==> config.mk <==
export PLATFORM = sky130hd
export DESIGN_NAME = wavetable_writer_flat
export DESIGN_NICKNAME = d
export VERILOG_FILES = /design/src/rtl/wavetable_pkg.sv /design/src/rtl/wavetable_writer_if.sv /design/src/rtl/wavetable_frame_buffer.sv /design/src/rtl/wavetable_writer.sv /design/src/flat_wrapper.sv
export SDC_FILE = /design/constraint.sdc
export NUM_CORES = 1
export LEC_CHECK = 0
export CORE_MARGIN = 10
export CORE_UTILIZATION = 35
export CTS_CLUSTER_DIAMETER = 150
export DETAILED_ROUTE_END_ITERATION = 10
export PLACE_DENSITY = 0.48
export REMOVE_ABC_BUFFERS = 1
export SKIP_LAST_GASP = 1
export SYNTH_ARGS = -nofsm -noshare
export SYNTH_HDL_FRONTEND = slang
export SYNTH_HIERARCHICAL = 1
export SYNTH_SLANG_ARGS = --single-unit
==> constraint.sdc <==
create_clock -name clk -period 3.1 [get_ports clk]
set_input_delay 0.31 -clock clk [delete_from_list [all_inputs] [get_ports clk]]
set_output_delay 0.31 -clock clk [all_outputs]
set_load 0.02 [all_outputs]
==> src/rtl/wavetable_pkg.sv <==
// -----------------------------------------------------------------------------
// wavetable_pkg
// Shared definitions for the wavetable sample memory, the NCO read path and the
// wavetable_writer frame loader.
//   SAMPLES_PER_WFM / SAMPLE_W / WFM_W / SAMPLE_ADDR_W : table geometry
//   SYNC_BYTE   : frame start marker on the loader byte stream
//   WFM_SLOTS   : number of waveform slots in the sample memory
//   CHECKSUM_EN : 1 when WAVETABLE_WRITER_CHECKSUM_EN is defined
//   wr_state_e  : loader FSM states
// -----------------------------------------------------------------------------
package wavetable_pkg;

  localparam int SAMPLES_PER_WFM = 64;
  localparam int SAMPLE_W        = 8;
  localparam int WFM_W           = 8;
  localparam int SAMPLE_ADDR_W   = 6;

  localparam logic [SAMPLE_W-1:0] SYNC_BYTE = 8'hA5;
  localparam int unsigned         WFM_SLOTS = 256;

`ifdef WAVETABLE_WRITER_CHECKSUM_EN
  localparam bit CHECKSUM_EN = 1'b1;
`else
  localparam bit CHECKSUM_EN = 1'b0;
`endif

  typedef enum logic [2:0] {
    IDLE,
    HDR,
    DATA,
    CSUM,
    COMMIT
  } wr_state_e;

  // True when a header byte names an existing waveform slot.
  function automatic logic wfm_in_range(input logic [WFM_W-1:0] wfm,
                                        input int unsigned      count);
    return 32'(wfm) < count;
  endfunction

endpackage

==> src/rtl/wavetable_writer_if.sv <==
// -----------------------------------------------------------------------------
// wavetable_writer_if
// Byte stream into the wavetable loader (valid/ready, one byte per transfer).
//   in_data  : stream byte
//   in_valid : in_data valid, held by the producer until accepted
//   in_ready : consumer can accept; transfer on a rising clk edge with both high
// Modports: master = byte producer, slave = wavetable_writer.
// -----------------------------------------------------------------------------
interface wavetable_writer_if;
  import wavetable_pkg::*;

  logic [SAMPLE_W-1:0] in_data;
  logic                in_valid;
  logic                in_ready;

  modport master (output in_data, output in_valid, input  in_ready);
  modport slave  (input  in_data, input  in_valid, output in_ready);

endinterface

==> src/rtl/wavetable_frame_buffer.sv <==
// -----------------------------------------------------------------------------
// wavetable_frame_buffer
// Holds the 64 samples of the frame being received so nothing reaches the
// sample memory until the whole frame has been validated.
//   clk     : system clock
//   we      : write strobe (sample byte accepted in DATA)
//   wr_addr : sample index being written
//   wr_data : sample value
//   rd_addr : sample index read during COMMIT
//   rd_data : combinational read data
// -----------------------------------------------------------------------------
module wavetable_frame_buffer
  import wavetable_pkg::*;
(
  input  logic                     clk,
  input  logic                     we,
  input  logic [SAMPLE_ADDR_W-1:0] wr_addr,
  input  logic [SAMPLE_W-1:0]      wr_data,
  input  logic [SAMPLE_ADDR_W-1:0] rd_addr,
  output logic [SAMPLE_W-1:0]      rd_data
);

  logic [SAMPLE_W-1:0] mem [SAMPLES_PER_WFM];

  // NOTE: the array has no reset; every entry is rewritten in DATA before
  // COMMIT can read it, so stale contents are never observed.
  // NOTE: clocked state is always updated with non-blocking assignments so
  // every register samples pre-edge values regardless of block ordering.
  always_ff @(posedge clk) begin
    if (we) begin
      mem[wr_addr] <= wr_data;
    end
  end

  assign rd_data = mem[rd_addr];

endmodule

==> src/rtl/wavetable_writer.sv <==
// -----------------------------------------------------------------------------
// wavetable_writer
// Loads user waveforms into the wavetable sample memory from a framed byte
// stream: SYNC_BYTE, waveform number, 64 samples, optional checksum. The whole
// frame is buffered and only written to the sample memory once it is known to
// be good, so a corrupted or aborted frame never disturbs a playing waveform.
//
// Build option: WAVETABLE_WRITER_CHECKSUM_EN
//   defined   : 67-byte frames; the 8-bit sum of header + samples + checksum
//               must be zero or the frame is rejected.
//   undefined : 66-byte frames; COMMIT follows sample 63 directly and only an
//               out-of-range header is rejected.
//
// Ports
//   clk, rst_n  : clock, asynchronous active-low reset
//   stream      : byte stream in (wavetable_writer_if.slave)
//   wr_en       : sample memory write strobe, 64 consecutive cycles per frame
//   wr_wfm      : waveform number being written
//   wr_sample   : sample index 0..63
//   wr_data     : sample value
//   busy        : FSM not in IDLE
//   frame_ok    : one-cycle pulse right after the last write of a frame
//   frame_err   : one-cycle pulse after a rejected frame's final byte
// Parameter
//   WFM_COUNT   : number of waveform slots; headers >= WFM_COUNT are rejected
// -----------------------------------------------------------------------------
module wavetable_writer
  import wavetable_pkg::*;
#(
  parameter int unsigned WFM_COUNT = WFM_SLOTS
) (
  input  logic                     clk,
  input  logic                     rst_n,
  wavetable_writer_if.slave        stream,
  output logic                     wr_en,
  output logic [WFM_W-1:0]         wr_wfm,
  output logic [SAMPLE_ADDR_W-1:0] wr_sample,
  output logic [SAMPLE_W-1:0]      wr_data,
  output logic                     busy,
  output logic                     frame_ok,
  output logic                     frame_err
);

  localparam logic [SAMPLE_ADDR_W-1:0] LAST_SAMPLE = SAMPLE_ADDR_W'(SAMPLES_PER_WFM - 1);
  localparam logic [SAMPLE_ADDR_W-1:0] ADDR_ONE    = SAMPLE_ADDR_W'(1);

  wr_state_e                state_q, state_d;
  logic [SAMPLE_ADDR_W-1:0] cnt_q, cnt_d;
  logic [WFM_W-1:0]         wfm_q, wfm_d;

  logic                     wr_en_d;
  logic [WFM_W-1:0]         wr_wfm_d;
  logic [SAMPLE_ADDR_W-1:0] wr_sample_d;
  logic [SAMPLE_W-1:0]      wr_data_d;
  logic                     frame_ok_d;
  logic                     frame_err_d;

  logic                     in_ready;
  logic                     accept;
  logic                     start_commit;
  logic                     buf_we;
  logic [SAMPLE_ADDR_W-1:0] rd_addr;
  logic [SAMPLE_W-1:0]      rd_data;

`ifdef WAVETABLE_WRITER_CHECKSUM_EN
  logic [SAMPLE_W-1:0]      sum_q, sum_d;
  logic [SAMPLE_W-1:0]      sum_next;
  assign sum_next = sum_q + stream.in_data;
`endif

  // The only state that refuses bytes is COMMIT; the producer simply holds.
  assign in_ready        = (state_q != COMMIT);
  assign stream.in_ready = in_ready;
  assign accept          = stream.in_valid && in_ready;
  assign busy            = (state_q != IDLE);

  // Entering COMMIT preloads sample 0; inside COMMIT the read port runs one
  // index ahead of wr_sample so wr_data is registered alongside its index.
  assign rd_addr = (state_q == COMMIT) ? wr_sample + ADDR_ONE : '0;

  wavetable_frame_buffer u_frame_buffer (
    .clk     (clk),
    .we      (buf_we),
    .wr_addr (cnt_q),
    .wr_data (stream.in_data),
    .rd_addr (rd_addr),
    .rd_data (rd_data)
  );

  always_ff @(posedge clk or negedge rst_n) begin
    if (!rst_n) begin
      state_q <= IDLE;
    end else begin
      state_q <= state_d;
    end
  end

  always_comb begin
    // NOTE: every signal written here is defaulted first, so no path through
    // the case statement can leave one unassigned and infer a latch.
    state_d      = state_q;
    cnt_d        = cnt_q;
    wfm_d        = wfm_q;
    wr_en_d      = 1'b0;
    wr_wfm_d     = '0;
    wr_sample_d  = '0;
    wr_data_d    = '0;
    frame_ok_d   = 1'b0;
    frame_err_d  = 1'b0;
    start_commit = 1'b0;
    buf_we       = 1'b0;
`ifdef WAVETABLE_WRITER_CHECKSUM_EN
    sum_d        = sum_q;
`endif

    unique case (state_q)
      IDLE: begin
        if (accept && stream.in_data == SYNC_BYTE) begin
          state_d = HDR;
`ifdef WAVETABLE_WRITER_CHECKSUM_EN
          sum_d   = '0;
`endif
        end
      end

      HDR: begin
        if (accept) begin
          wfm_d = stream.in_data;
`ifdef WAVETABLE_WRITER_CHECKSUM_EN
          sum_d = sum_next;
`endif
          if (wfm_in_range(stream.in_data, WFM_COUNT)) begin
            state_d = DATA;
            cnt_d   = '0;
          end else begin
            state_d     = IDLE;
            frame_err_d = 1'b1;
          end
        end
      end

      // SYNC_BYTE values are ordinary samples here; there is no resync.
      DATA: begin
        if (accept) begin
          buf_we = 1'b1;
          cnt_d  = cnt_q + ADDR_ONE;
`ifdef WAVETABLE_WRITER_CHECKSUM_EN
          sum_d  = sum_next;
          if (cnt_q == LAST_SAMPLE) begin
            state_d = CSUM;
          end
`else
          if (cnt_q == LAST_SAMPLE) begin
            start_commit = 1'b1;
          end
`endif
        end
      end

`ifdef WAVETABLE_WRITER_CHECKSUM_EN
      CSUM: begin
        if (accept) begin
          if (sum_next == '0) begin
            start_commit = 1'b1;
          end else begin
            state_d     = IDLE;
            frame_err_d = 1'b1;
          end
        end
      end
`endif

      COMMIT: begin
        if (wr_sample == LAST_SAMPLE) begin
          state_d    = IDLE;
          frame_ok_d = 1'b1;
        end else begin
          wr_en_d     = 1'b1;
          wr_wfm_d    = wfm_q;
          wr_sample_d = rd_addr;
          wr_data_d   = rd_data;
        end
      end

      default: state_d = IDLE;
    endcase

    // The first write is registered on the same edge that accepts the final
    // byte, so wr_en rises in the very next cycle.
    if (start_commit) begin
      state_d     = COMMIT;
      wr_en_d     = 1'b1;
      wr_wfm_d    = wfm_q;
      wr_sample_d = '0;
      wr_data_d   = rd_data;
    end
  end

  always_ff @(posedge clk or negedge rst_n) begin
    if (!rst_n) begin
      cnt_q     <= '0;
      wfm_q     <= '0;
      wr_en     <= 1'b0;
      wr_wfm    <= '0;
      wr_sample <= '0;
      wr_data   <= '0;
      frame_ok  <= 1'b0;
      frame_err <= 1'b0;
    end else begin
      cnt_q     <= cnt_d;
      wfm_q     <= wfm_d;
      wr_en     <= wr_en_d;
      wr_wfm    <= wr_wfm_d;
      wr_sample <= wr_sample_d;
      wr_data   <= wr_data_d;
      frame_ok  <= frame_ok_d;
      frame_err <= frame_err_d;
    end
  end

`ifdef WAVETABLE_WRITER_CHECKSUM_EN
  always_ff @(posedge clk or negedge rst_n) begin
    if (!rst_n) begin
      sum_q <= '0;
    end else begin
      sum_q <= sum_d;
    end
  end
`endif

endmodule
==> src/flat_wrapper.sv <==
// flat-port wrapper written by rule: the top's interface ports become plain ports
module wavetable_writer_flat import wavetable_pkg::*;
#(
  parameter int unsigned WFM_COUNT = WFM_SLOTS
)
  (clk, rst_n, wr_en, wr_wfm, wr_sample, wr_data, busy, frame_ok, frame_err, stream_in_data, stream_in_valid, stream_in_ready);
  wavetable_writer_if stream_i ();
  input  logic clk;
  input  logic rst_n;
  output logic wr_en;
  output logic [WFM_W-1:0] wr_wfm;
  output logic [SAMPLE_ADDR_W-1:0] wr_sample;
  output logic [SAMPLE_W-1:0] wr_data;
  output logic busy;
  output logic frame_ok;
  output logic frame_err;
  input wire logic [$bits(stream_i.in_data)-1:0] stream_in_data;
  input wire logic [$bits(stream_i.in_valid)-1:0] stream_in_valid;
  output wire logic [$bits(stream_i.in_ready)-1:0] stream_in_ready;
  assign stream_i.in_data = stream_in_data;
  assign stream_i.in_valid = stream_in_valid;
  assign stream_in_ready = stream_i.in_ready;
  wavetable_writer #(.WFM_COUNT(WFM_COUNT)) u_core (.clk(clk), .rst_n(rst_n), .stream(stream_i), .wr_en(wr_en), .wr_wfm(wr_wfm), .wr_sample(wr_sample), .wr_data(wr_data), .busy(busy), .frame_ok(frame_ok), .frame_err(frame_err));
endmodule
=== After elaboration in Yosys (flattened, before gate mapping) ===
Memories as Yosys holds them, arrays and structs flattened.
Index checks and enable logic that the tools add are counted.

* Flip-flop bits (word level): 41
* Bits in latches: 0
* RAM bits: 512
* Bits in read-only memories: 0
* Output and inout bits: 27
* Word-level logic and storage cells: 62
* Memories kept: 1

{| class="wikitable"
|+ Memories
! name !! depth !! bits a word !! read ports !! clocked after Yosys merged registers in !! wr ports !! RTL line !! RTL
|-
| u_core.u_frame_buffer.mem || 64 || 8 || 1 || 0 || 1 || wavetable_frame_buffer.sv:23 || <nowiki>logic [SAMPLE_W-1:0] mem [SAMPLES_PER_WFM];</nowiki>
|}

* Add/subtract/negate cells: 2
* $mul: 0
* Divide/modulo/power cells: 0
* Order comparisons: 0
* Equal/unequal tests: 13
* Shift operators: 0
* Muxes and demuxes: 30
* Bitwise gates (word level): 0
* Reduce and logical (&&, ||, !) cells: 8

{| class="wikitable"
|+ Operator list
! cell !! number
|-
| two-way mux 8 bit || 6
|-
| two-way mux 6 bit || 6
|-
| adder 6 x 1 -> 6 bit, second input constant || 2
|-
| equality test 6 bit, second input constant || 2
|-
| two-way mux 1 bit || 12
|-
| two-way mux 3 bit || 4
|-
| one-hot mux 3 bit (4 select lines) || 1
|-
| one-hot mux 6 bit (2 select lines) || 1
|-
| equality test 8 bit, second input constant || 1
|-
| != test 2 x 1 -> 1 bit, second input constant || 3
|-
| != test 3 x 1 -> 1 bit, second input constant || 2
|-
| AND reduction 4 bit || 1
|-
| equality test 3 x 1 -> 1 bit, second input constant || 1
|-
| equality test 3 x 2 -> 1 bit, second input constant || 1
|-
| equality test 3 bit, second input constant || 1
|-
| zero test 3 bit || 1
|-
| != test 3 x 2 -> 1 bit, second input constant || 1
|-
| != test 3 bit, second input constant || 1
|-
| AND reduction 3 bit || 1
|-
| nonzero test 3 bit || 1
|-
| logical AND 1 bit || 2
|-
| AND reduction 2 bit || 1
|-
| nonzero test 2 bit || 1
|}

=== Longest topological paths before layout ===
* Depth in word-level cells: 6
* Gate-level depth with buffers: 13
* Depth with buffers taken out: 10

=== Cells and area by module ===
The synthesis kept the hierarchy.

{| class="wikitable"
|+ By module, submodules not included
! module !! instances !! cells each !! area each (um^2) !! sequential area each (um^2)
|-
| wavetable_frame_buffer || 1 || 932 || 20006.7 || 15374.7
|-
| wavetable_writer || 1 || 156 || 1702.9 || 1026.0
|}

=== Worst setup path after synthesis ===
Ideal clock, no wire load.

* Path type: flip-flop to flip-flop
* Start: reg u_core.state_q[1]
* End: reg u_core.wr_data[3]
* Setup time: 140 ps
* Arrival time: 2632 ps
* Path slack: 328 ps
* Cell stages (with the launch flop): 11
* Path buffers: 2
* Period minus slack after synthesis: 2772 ps
* Path through: dfrtp_1 -> nor3b_2 -> inv_2 -> nor2_1 -> buf_6 -> buf_4 -> mux4_2 -> mux4_2 -> o21ai_1 -> o41ai_1 -> a21boi_0

* Elaborated cells between the ends (all ways): 11
* Classes of those cells: 3 x eq/ne; 6 x mux; 1 x reduce/logical; 1 x memory

{| class="wikitable"
|+ RTL lines
! what !! RTL line !! RTL
|-
| start, declared || wavetable_writer.sv:47 || <nowiki>wr_state_e state_q, state_d;</nowiki>
|-
| start signal, assigned || wavetable_writer.sv:94 || <nowiki>state_q <= state_d;</nowiki>
|-
| != test 3 bit || wavetable_writer.sv:72 || <nowiki>assign in_ready = (state_q != COMMIT);</nowiki>
|-
| net stream_in_ready || flat_wrapper.sv:19 || <nowiki>output wire logic [$bits(stream_i.in_ready)-1:0] stream_in_ready;</nowiki>
|-
| logical AND 1 bit || wavetable_writer.sv:74 || <nowiki>assign accept = stream.in_valid && in_ready;</nowiki>
|-
| two-way mux 1 bit || wavetable_writer.sv:144 || <nowiki>if (accept) begin</nowiki>
|-
| two-way mux 1 bit || wavetable_writer.sv:116 || <nowiki>unique case (state_q)</nowiki>
|-
| two-way mux 8 bit || wavetable_writer.sv:190 || <nowiki>if (start_commit) begin</nowiki>
|-
| net u_core.wr_data_d[3] || wavetable_writer.sv:54 || <nowiki>logic [SAMPLE_W-1:0] wr_data_d;</nowiki>
|-
| end signal, assigned || wavetable_writer.sv:215 || <nowiki>wr_data <= wr_data_d;</nowiki>
|-
| end, declared || wavetable_writer.sv:38 || <nowiki>output logic [SAMPLE_W-1:0] wr_data,</nowiki>
|}

The timed path passes the listed nets, and every way through them passes these cells.
A chain may end at the register's enable or synchronous reset.

=== Final worst setup path ===
* Start: reg u_core.state_q[0]
* End: reg u_core.wr_data[5]

* Longest elaborated chain between the ends: 6
* Elaborated cells between the ends (all ways): 11
* Classes of those cells: 3 x eq/ne; 6 x mux; 1 x reduce/logical; 1 x memory

{| class="wikitable"
|+ RTL lines
! what !! RTL line !! RTL
|-
| equality test 3 bit * || wavetable_writer.sv:79 || <nowiki>assign rd_addr = (state_q == COMMIT) ? wr_sample + ADDR_ONE : '0;</nowiki>
|-
| two-way mux 6 bit * || wavetable_writer.sv:79 ||
|-
| net u_core.rd_addr[0] || wavetable_writer.sv:62 || <nowiki>logic [SAMPLE_ADDR_W-1:0] rd_addr;</nowiki>
|-
| memory read (64 x 8 bit) * || n/a ||
|-
| net u_core.rd_data[5] || wavetable_writer.sv:63 || <nowiki>logic [SAMPLE_W-1:0] rd_data;</nowiki>
|-
| two-way mux 8 bit || wavetable_writer.sv:174 || <nowiki>if (wr_sample == LAST_SAMPLE) begin</nowiki>
|-
| two-way mux 8 bit || wavetable_writer.sv:116 ||
|-
| two-way mux 8 bit * || wavetable_writer.sv:190 ||
|-
| net u_core.wr_data_d[5] || wavetable_writer.sv:54 ||
|}

The timed path passes the listed nets; every way through them passes the cells marked *.

==> impl_metrics.ini <==
[finish]
final_cells = 2179
nNetsFinal = 1311
layout_common_cells = 512 x edfxtp_1, 146 x buf_4, 126 x mux4_2, 84 x nor2_1, 57 x clkbuf_16
num_antenna_cells = 0
seqCellArea_sq_um = 16400
final_common_cell = edfxtp_1
area_delta_synth_final_pct = 21.0
fin_area_sq_um = 26300
multi_input_area_sq_um = 5100
drive_above_1_share = 0.325
fill_cells = 5367

[logic_synthesis]
synth_fa_ha_area_frac = 0.00115
yosys.cell_types.count = 62
synth_top_area_share = 0.708
synth-simple-area-share = 0.0476
synth_xor_area_frac = 0.00121
syn_inst = 1088
synth-seq-cells = 553
syn_area_per_cell_sq_um = 20.0
synth_edf_count = 512
async_reset_ff_frac = 0.0741
synth_top_family_by_area = multiplexers
ys_top_cells_by_area = edfxtp_1 71%, mux4_2 13%, dfrtp_1 4.7%, nor2_1 1.6%, mux2i_1 1.1%
yosysSeqAreaShare = 0.755
synth_compound_area_frac = 0.0289
synth_mux_area_frac = 0.149
synthFlopType = edfxtp_1
synth_top_cell_by_area = edfxtp_1
synth_area_sq_um = 21700
ys_warn_count = 6

[route]
antenna_left = 0
vias = 11300
drtPass1Iterations = 7
wl_um = 57800
drc = 0
wl_per_cell_um = 26.5
drt-initial-drc-count = 936
routed_via_density = 5.19

[run]
drv_cap = 0

[timing]
fin_crit_ns = 3.10
timing.fmax_mhz = 323
slew_violations = 0
fin_crit_sh = 0.999
rsz0062_at_grt = yes
timing.hold.ws_ns = 0.0893
hold_violations = 0
tightest_slew_ns = 1.02
skew_ns = 0.0239
relSlewSlack = 0.320
fin_ws_ns = 0.00178
setup_viol = 0

[global_routing]
grt_pass1_wl_um = 84400
grt_pass1_vias = 11700
antenna_found_initial = 2
overflow = 0
track_usage = 0.162
grt_max_degree = 66

[die]
initial_core_util = 0.352
dieArea_sq_um = 72400
die_w_um = 269
placeableCoreArea_sq_um = 61600
rows = 91
die_h_um = 269
pin_count = 38

[cts]
cts_tree = built
cts.sinks = 553
cts_made_buffers = 56
path_clk_slew_ns = 0.06
clockBufferDepth = 3
clock_latency_ns = 0.61
htreeDepth = 2
root_buffer = clkbuf_16

[pwr]
ir_drop_uv = 380
power.density_nw_per_um2 = 579
power_leakage_nw = 8.36

[critical_path]
rr_worst_depth = 11
required_ns = 3.58
crit_slowest_cell = mux4_2
crit_type = reg2reg
cp_max_fo = 7
crit_path_cell_trace = nor3b_2 > inv_2 > nor2_4 > buf_12 > clkbuf_16 > buf_12 > mux4_2 > mux4_2 > o21ai_2 > o41ai_2 > a21boi_1
arrival_ns = 3.58
endpoint_kind = flip-flop
max_stage_delay_ns = 0.54
crit_path_start_kind = flip-flop

[status]
status = finished, final reports clean

[placed_design]
numPortBuffers = 36
place_hpwl_um = 37600
dp.cells = 2064
gp_congestion = 0.799
pre_cts_ws_ns = -0.294
dpl_cell_area_sq_um = 24100

[hold_path]
min_path_cells = 1
hold_path.class = in2reg
metrics by stage:
stage	setup TNS (ns)	power, W	utilization
2_1_floorplan	-71.68	0.00843	-
3_3_place_gp	-0.675	0.00864	0.391
3_5_place_dp	-0.755	0.00865	0.391
4_1_cts	-0.0477	0.0154	0.422
5_1_grt	-0.551	0.0157	0.426
6_report	0	0.0152	0.426
cells by family after synthesis:
family | count (synthesis)
compound gates | 85
xor+xnor | 3
fa+ha+maj | 2
buf+inv | 63
flops | 553
mux | 163
other cells | 1
simple gates | 218
sequential cells by signal (all words and copies together) (netlist names):
signal and flops:
u_core/u_frame_buffer/mem 512, u_core/wfm_q 8, u_core/wr_data 8, u_core/wr_wfm 8, u_core/cnt_q 6, u_core/wr_sample 6, u_core/state_q 3, u_core/frame_ok 1
u_core/wr_en 1
path summary, 6_finish.rpt:
kind                                   start                                to  slack [ns]
max                        u_core/state_q[0]                 u_core/wr_data[5]       0.002
min                        stream_in_data[2]  u_core/u_frame_buffer/mem[54][2]        0.09
max reg2reg                u_core/state_q[0]                 u_core/wr_data[5]       0.002
min reg2reg                  u_core/wfm_q[5]                   u_core/wfm_q[5]        0.47
max in group asynchronous              rst_n                 u_core/wr_data[2]        2.03
min in group asynchronous              rst_n                   u_core/wfm_q[5]        0.43
critical path: cells and delay by family (launching register included):
family                 cells  cell delay, ns
muxes                      2            1.05
buffers and inverters      4            0.56
and+or+nand+nor            2            0.48
AOI/OAI and AO/OA          3            0.48
DFF                        1            0.39
timing repair:
action	CTS	global route
setup endpoints to repair	5	8
resized for setup	7	41
gates cloned	0	1
buffers inserted	4	8
hold endpoints to repair	41	0
hold buffers	1	0
pin swaps	0	8
synth_stat cells, types with 3 or more instances:
library cell,instances
a211oi_1,5
a21boi_0,8
a21boi_1,8
a21oi_1,9
a221oi_1,6
a22oi_1,3
and2_1,3
buf_1,4
buf_2,13
buf_4,14
buf_6,4
clkbuf_1,21
dfrtp_1,41
edfxtp_1,512
inv_1,3
mux2_2,13
mux2i_1,24
mux4_2,126
nand2_1,48
nand2b_1,7
nand3_1,19
nand3b_1,3
nand4_1,4
nor2_1,92
nor2b_1,14
nor3_1,7
o2111ai_1,3
o21ai_0,6
o21ai_1,3
o221ai_1,8
o22ai_1,8
o2bb2ai_1,3
or3_1,4
layout make-up:
class | instances | area share
sequential | 553 | 0.624
clock buffer | 77 | 0.0583
multi-input combinational | 472 | 0.194
tap | 837 | 0.0399
timing repair buffer | 210 | 0.0714
inverter | 5 | 0.000715
clock inverter | 25 | 0.0111
where the power goes:
part	internal (W)	switching, W
sequential	0.00818	0.0000458
clock	0.00394	0.00279
combinational	0.0000645	0.000198
per-layer routing:
layer  global-route usage  vias to the layer above  share of wire
met1                0.229                     6091           0.46
met2                0.257                      284           0.48
met3               0.0273                       66          0.047
met5                    0                        -              0
li1                     -                     4871              -
met4               0.0380                        0          0.017
Power figures use the tool's default switching activity.
